$ cat config.mk
export PLATFORM = sky130hd
export DESIGN_NAME = alu_control_seq
export DESIGN_NICKNAME = d
export VERILOG_FILES = /design/src/rtl/alu_control_seq.sv
export SDC_FILE = /design/constraint.sdc
export NUM_CORES = 1
export LEC_CHECK = 0
export CAP_MARGIN = 30
export CORE_MARGIN = 2
export CORE_UTILIZATION = 40
export DETAILED_ROUTE_END_ITERATION = 16
export DONT_BUFFER_PORTS = 1
export MAX_ROUTING_LAYER = met4
export PLACE_DENSITY = 0.61
export SLEW_MARGIN = 15
export SYNTH_ARGS = -nofsm -noshare
export SYNTH_HDL_FRONTEND = slang
export SYNTH_SLANG_ARGS = --single-unit
$ cat constraint.sdc
create_clock -name Clk -period 2.59 [get_ports Clk]
set_input_delay 0.518 -clock Clk [delete_from_list [all_inputs] [get_ports Clk]]
set_output_delay 0.518 -clock Clk [all_outputs]
set_load 0.01 [all_outputs]
$ cat src/rtl/alu_control_seq.sv
// ALU control decode plus a multi-cycle mult/div sequencer with hazard stall for the EX stage.
// Define ALUCTRL_EXT_OPS_EN to decode nor/xor/sltu/srl/sll as real ALU operations.
`timescale 1ns/1ps

module alu_control_seq #(
   parameter int MUL_LAT = 4,
   parameter int DIV_LAT = 32,
   parameter int CNT_W   = 6
) (
   input  logic       Clk,
   input  logic       RstN,
   input  logic       Valid,
   input  logic       Flush,
   input  logic [1:0] UCon,
   input  logic [5:0] InData,
   output logic [3:0] ALUSelect,
   output logic       MdStart,
   output logic [1:0] MdOp,
   output logic       MdBusy,
   output logic       HiLoWe,
   output logic       Stall,
   output logic       IllegalOp
);

   typedef enum logic [1:0] {
      IDLE = 2'b00,
      BUSY = 2'b01,
      DONE = 2'b10
   } state_t;

   localparam logic [CNT_W-1:0] MUL_CNT = CNT_W'(MUL_LAT - 1);
   localparam logic [CNT_W-1:0] DIV_CNT = CNT_W'(DIV_LAT - 1);

   state_t           r_state;
   state_t           w_nextState;
   logic [CNT_W-1:0] r_cnt;
   logic [CNT_W-1:0] w_nextCnt;
   logic             r_mdStart;
   logic             r_illegal;
   logic [1:0]       r_mdOp;
   logic             w_undef;
   logic             w_isRType;
   logic             w_isMd;
   logic             w_isMf;
   logic             w_accept;

   // Undefined R-type functs select add so the ALU stays harmless while the trap is raised.
   always_comb begin
      ALUSelect = 4'b0010;
      w_undef   = 1'b0;
      case (UCon)
         2'b00: ALUSelect = 4'b0010;
         2'b01: ALUSelect = 4'b0110;
         2'b11: ALUSelect = 4'b0001;
         default: begin
            case (InData)
               6'b100000: ALUSelect = 4'b0010;
               6'b100010: ALUSelect = 4'b0110;
               6'b100100: ALUSelect = 4'b0000;
               6'b100101: ALUSelect = 4'b0001;
               6'b101010: ALUSelect = 4'b0111;
`ifdef ALUCTRL_EXT_OPS_EN
               6'b100111: ALUSelect = 4'b1100;
               6'b100110: ALUSelect = 4'b0011;
               6'b101011: ALUSelect = 4'b1000;
               6'b000010: ALUSelect = 4'b1010;
               6'b000000: ALUSelect = 4'b1001;
`else
               6'b000000: ALUSelect = 4'b0010;
`endif
               6'b010000, 6'b010010,
               6'b011000, 6'b011001,
               6'b011010, 6'b011011: ALUSelect = 4'b0010;
               default: begin
                  ALUSelect = 4'b0010;
                  w_undef   = 1'b1;
               end
            endcase
         end
      endcase
   end

   assign w_isRType = (UCon == 2'b10);
   assign w_isMd    = w_isRType && (InData[5:2] == 4'b0110);
   assign w_isMf    = w_isRType && ((InData == 6'b010000) || (InData == 6'b010010));

   assign MdBusy    = (r_state != IDLE);
   assign Stall     = RstN && Valid && MdBusy && (w_isMd || w_isMf);
   assign w_accept  = RstN && Valid && w_isMd && !Flush && !Stall && (r_state == IDLE);
   assign HiLoWe    = RstN && (r_state == DONE) && !Flush;
   assign MdStart   = r_mdStart;
   assign MdOp      = r_mdOp;
   assign IllegalOp = r_illegal;

   // Flush wins over counter expiry so an aborted op can never reach DONE.
   always_comb begin
      w_nextState = r_state;
      w_nextCnt   = r_cnt;
      case (r_state)
         IDLE: begin
            if (w_accept) begin
               w_nextState = BUSY;
               w_nextCnt   = InData[1] ? DIV_CNT : MUL_CNT;
            end
         end
         BUSY: begin
            if (Flush) begin
               w_nextState = IDLE;
            end else if (r_cnt == '0) begin
               w_nextState = DONE;
            end else begin
               w_nextCnt = r_cnt - 1'b1;
            end
         end
         DONE: w_nextState = IDLE;
         default: w_nextState = IDLE;
      endcase
   end

   always_ff @(posedge Clk) begin
      if (!RstN) begin
         r_state   <= IDLE;
         r_cnt     <= '0;
         r_mdStart <= 1'b0;
         r_illegal <= 1'b0;
         r_mdOp    <= 2'b00;
      end else begin
         r_state   <= w_nextState;
         r_cnt     <= w_nextCnt;
         r_mdStart <= w_accept;
         r_illegal <= Valid && !Flush && w_undef;
         if (w_accept) begin
            r_mdOp <= InData[1:0];
         end
      end
   end

endmodule
==> metrics.txt, run 1 <==
drt initial violations 15; largest net degree at the start of global routing 17; cts hold-fix bufs 0; DP Worst Slack 0.442 ns; worst-skew pair later-pin latency 0.28 ns; ANT nets after route 0; chip width 49.3 um; CTS H-tree lvls 1; MaxCap Viol Count 0; crit path cell chain or3b_1 > nor3_1; Clock transition at path regs 0.07 ns; Distinct cells, synth 43; WL per Instance 14.5 um; Synth Instances 96; Power Total 0.365 mW; Crit Path Class in2out; Final nets 111; multiplexer share of the synthesized area 3.81%; Synth-to-Final Area Change 6.09%; Synth Area per Inst 8.56 um^2; Critical Path Fanout Max 7; setup TNS 0 ns; vias per cell 5.92; M1 GR Usage 17.6%; DR pass1 iterations 4; fin crit share 73.7%; global route overflow 0; total core area 1940 um^2; Top delay family on crit path simple AND/OR/NAND/NOR gates; filler cell count 197; Clock Path Buffers 2; # Post-CTS Setup Buffers 0; M3 GR Usage 7.06%; DRC viols 0; Port Buf Inserts 0; setup ws final 0.682 ns; Fin. Hold Viols 0; initial antenna violation count 0; RSZ-0062 raised after global routing no; Placer Congestion 0.931; #FFs+latches synth 12; busiest layer in global routing met2; Die Ht 49.3 um; status completed; Core Util, Final 44.9%; largest family of logic cells by synthesized area simple AND/OR/NAND/NOR gates; commonest cells after routing, fill and taps aside dfxtp_1 (12), inv_1 (7), nand2_1 (7); die area 2430 um^2; synthesized net count 110; Max IR drop VDD 301 uV; IO Pins 23; CTS Buf Count 3; # rows 16; final setup fails 0; crit path DAT 1.39 ns; Fmax achieved 0.524 GHz; Compound-Gate Fraction of Synth Area 21.8%; final worst clock skew 0.0104 ns; slowest stage cell, crit path or3b_1; clk sinks 12; ANT cells 0; WP buf/inv 0; clock period minus worst slack 1.91 ns; vias in the first global route 643; Global Route Usage Sum 15.2%; CTS tree yes; Post-Synthesis Cell Area 822 um^2; CTS resizes 0; share of cells above drive strength 1 12.5%; CP endpoint kind output port; Slew Limit Fails 0; Hold Path Class in2reg; max incr delay on CP 0.49 ns; XOR/XNOR share of the synthesized area 0%; Starting Density 42.3%; commonest non-fill, non-tap cell in the layout dfxtp_1; Synth Area in Simple Gates 36.1%; first-pass GRT wire length 2730 um; CTS Root Cell clkbuf_4; Leak 0.326 nW; DR vias 728; synth warn 0; GR Layer Usage met2 23.0%; PwrDens 418 nW/um^2; sequential area share after synthesis 29.2%; required time worst endpoint 2.07 ns; Synth Area in Adders 3.04%; crit path launch type primary input; Final HPWL DP 1370 um; Routed WL 1780 um
per-stage QoR:
| step | instances | cell area, um^2 | hold slack [ns] |
|---|---|---|---|
| after floorplan | 96 | 822 | 0.468 |
| after global placement | 119 | 836 | 0.499 |
| after detailed placement | 119 | 836 | 0.504 |
| after CTS | 123 | 872 | 0.351 |
| after global routing | 123 | 872 | 0.352 |
| final | 123 | 872 | 0.354 |
logic make-up (layout without fill, tap and decap cells):
| family | after synthesis | in the layout |
|---|---|---|
| other | 1 | 1 |
| multiplexers | 3 | 3 |
| adder cells (fa/ha/maj) | 2 | 2 |
| buffers and inverters | 11 | 11 |
| AO/OA/AOI/OAI | 21 | 21 |
| flip-flops | 12 | 12 |
| AND/OR/NAND/NOR | 46 | 46 |
cell usage after synthesis:
library cell  number  area share [%]
nand3_1            2             1.2
o211a_1            2             2.4
a32o_1             3             3.7
or3b_2             2             2.1
nor2_1             2            0.91
nand2b_1           4             3.0
a21boi_0           2             1.8
a211oi_2           1             1.5
ha_1               2             3.0
nor4_2             1             1.5
and2_1             2             1.5
o21ai_1            1            0.61
o221ai_1           4             4.3
nand4b_1           2             2.1
o32ai_1            1             1.1
dfxtp_1           12              29
o21ai_0            3             1.8
buf_2              1            0.61
or2b_1             1            0.91
nor2b_1            3             2.3
a21o_1             1            0.91
conb_1             1            0.46
nor3b_1            1            0.91
a31oi_1            1            0.76
nor4_1             2             1.5
nand4bb_1          1             1.4
a21oi_4            1             2.0
nand4_1            2             1.5
or4_4              1             1.4
buf_4              1            0.91
nor4bb_1           1             1.2
o21a_1             1            0.91
nand2_1            7             3.2
or4_1              1            0.91
mux2_2             1             1.4
inv_1              7             3.2
or2_2              1            0.76
nor3_1             5             3.0
nand3b_1           3             2.7
clkbuf_1           2            0.91
mux2i_1            2             2.4
or3b_1             1             1.1
and3_1             1            0.76
state kept, by name (all words and copies together) (netlist names):
register / flops
MdOp: 2
IllegalOp: 1
MdStart: 1
r_state: 2
r_cnt: 6
per-layer routing:
layer / up-vias / share of wire, %
met5: - / 0
met4: 0 / 1.8
met3: 4 / 6.2
met2: 22 / 45
met1: 343 / 47
li1: 359 / -
worst paths after layout:
check                                end  depth (start not counted)       from  slack (ns)
worst max-delay path               Stall                          2  InData[5]        0.68
worst min-delay path             MdOp[1]                          2  InData[1]        0.35
worst max register to register  r_cnt[2]                          4   r_cnt[2]        0.86
worst min register to register   MdOp[1]                          2    MdOp[1]        0.51
cell type report:
| type | count | area [um^2] | area share (%) |
|---|---|---|---|
| Sequential cell | 12 | 240 | 27.5 |
| Clock buffer | 4 | 36.3 | 4.16 |
| Inverter | 7 | 26.3 | 3.01 |
| Multi-Input combinational cell | 73 | 536 | 61.4 |
| Tap cell | 27 | 33.8 | 3.87 |
where the power goes:
part           switching (mW)  internal [mW]
combinational          0.0130         0.0127
clock                  0.0683         0.0855
sequential           0.000482          0.185
total                  0.0817          0.283
No activity file was read; power rests on OpenSTA's default activity.
==> run 2: changes to the inputs <==
==> constraint.sdc (replaced) <==
create_clock -name Clk -period 1.8 [get_ports Clk]
set_input_delay 0.36 -clock Clk [delete_from_list [all_inputs] [get_ports Clk]]
set_output_delay 0.36 -clock Clk [all_outputs]
set_load 0.01 [all_outputs]
==> run 2 against run 1 <==
Against the previous run: sequential share of layout area fell by 0.53 points; clock power grew 13%; design area grew 3.0%; clock skew hardly changed; highest routed layer unchanged; largest cell class unchanged.
==> metrics.txt, run 2 (synthesis gave the netlist of run 1 again) <==
Global Route Usage Sum 17.7%; r2r endpoint r_cnt[2]; Worst Reg-to-Reg Cells 4; die area 2430 um^2; setup ws final 0.0968 ns; commonest cells after routing, fill and taps aside dfxtp_1 (10), inv_1 (7), nand2_1 (7); clk sinks 12; worst-skew pair later-pin latency 0.29 ns; Top reg by flops r_cnt; Starting Density 42.3%; IO Pins 23; Top delay family on crit path compound AO/OA/AOI/OAI gates; final worst clock skew 0.0103 ns; Synth-to-Final Area Change 9.28%; commonest non-fill, non-tap cell in the layout dfxtp_1; drt initial violations 16; vias per cell 5.96; max incr delay on CP 0.57 ns; WP buf/inv 0; CTS Buf Count 3; Leak 0.346 nW; clock period minus worst slack 1.70 ns; Crit Path Class reg2reg; crit path launch type flop; total core area 1940 um^2; Placer Congestion 0.822; CP Capture Point r_cnt[2]; DRC viols 0; chip width 49.3 um; crit path DAT 1.89 ns; Hold Crit Start RstN; Fin. Hold Viols 0; first-pass GRT wire length 3210 um; Max IR drop VDD 417 uV; RR Startpoint r_cnt[2]; required time worst endpoint 1.99 ns; MaxCap Viol Count 0; PwrDens 533 nW/um^2; Final nets 116; DR pass1 iterations 4; reg2reg setup slack 0.1 ns; Slew Limit Fails 0; CTS H-tree lvls 1; slowest stage cell, crit path or4_1; final setup fails 0; status completed; CTS Root Cell clkbuf_4; Critical Path Fanout Max 6; CP endpoint kind flop; fin crit share 94.6%; Port Buf Inserts 0; cell count along the critical path 4; Clock Path Buffers 2; ANT nets after route 0; WL per Instance 15.0 um; vias in the first global route 730; Routed WL 1910 um; WHS 0.194 ns; initial antenna violation count 0; crit path cell chain or4_1 > o21ai_1 > a21oi_4 > a32o_1; CTS tree yes; DP Worst Slack 0.0238 ns; # Post-CTS Setup Buffers 0; Crit. Startpoint r_cnt[2]; DR vias 757; Die Ht 49.3 um; RSZ-0062 raised after global routing no; global route overflow 0; Final HPWL DP 1430 um; largest net degree at the start of global routing 17; # rows 16; Fmax achieved 0.587 GHz; max reg flops 6; ANT cells 0; setup TNS 0 ns; Clock transition at path regs 0.08 ns; Final Instance Area 898 um^2; Hold Path Class in2reg; placed inst area 873 um^2; share of cells above drive strength 1 18.0%
==> run 2: what timing repair did <==
item                                    in CTS  in global routing
gates resized for setup                      0                  2
hold buffers                                 0                  0
endpoints found under the setup margin       0                  2
==> run 2: power by group <==
| part | internal (mW) | switching (mW) |
|---|---|---|
| logic | 0.0195 | 0.0189 |
| registers | 0.266 | 0.000710 |
| clock network | 0.0778 | 0.0962 |
| total | 0.363 | 0.116 |
==> run 2: final cells by class <==
type	instances	area, um^2
fillers	205	1040
multi-input cells	73	536
flip-flops and latches	12	243
repair buffers	5	37.5
well taps	27	33.8
inverters	7	26.3
clock buffers	3	22.5
==> run 2: worst min path at each step <==
| stage | depth (start not counted) | slack, ns | end |
|---|---|---|---|
| floorplan | 2 | 0.47 | r_cnt[5] |
| global placement | 2 | 0.48 | MdOp[1] |
| detailed placement | 1 | 0.49 | r_state[0] |
| CTS | 1 | 0.20 | r_cnt[0] |
| global route | 1 | 0.18 | r_cnt[0] |
| finish | 1 | 0.19 | r_cnt[0] |
==> run 2: metrics by stage <==
stage          instances  utilization [%]  total power, mW
5_1_grt              127             46.3            0.497
3_5_place_dp         124             45.0            0.311
6_report             127             46.3            0.479
4_1_cts              127             46.1            0.478
2_1_floorplan         96                -            0.312
3_3_place_gp         124             45.0            0.311
==> run 2: worst reg2reg max path, delay by kind of cell (launching register included) <==
kind / cells / cell delay, ns
AOI/OAI and AO/OA: 3 / 0.72
DFF: 1 / 0.32
and+or+nand+nor: 1 / 0.57
==> run 2: per-layer routing <==
metal / up-vias / track usage [%] / routed length, um
li1: 373 / - / -
met4: 0 / 8.10 / 37
met3: 5 / 6.75 / 120
met1: 357 / 20.9 / 906
met5: - / - / 0
met2: 22 / 26.4 / 842
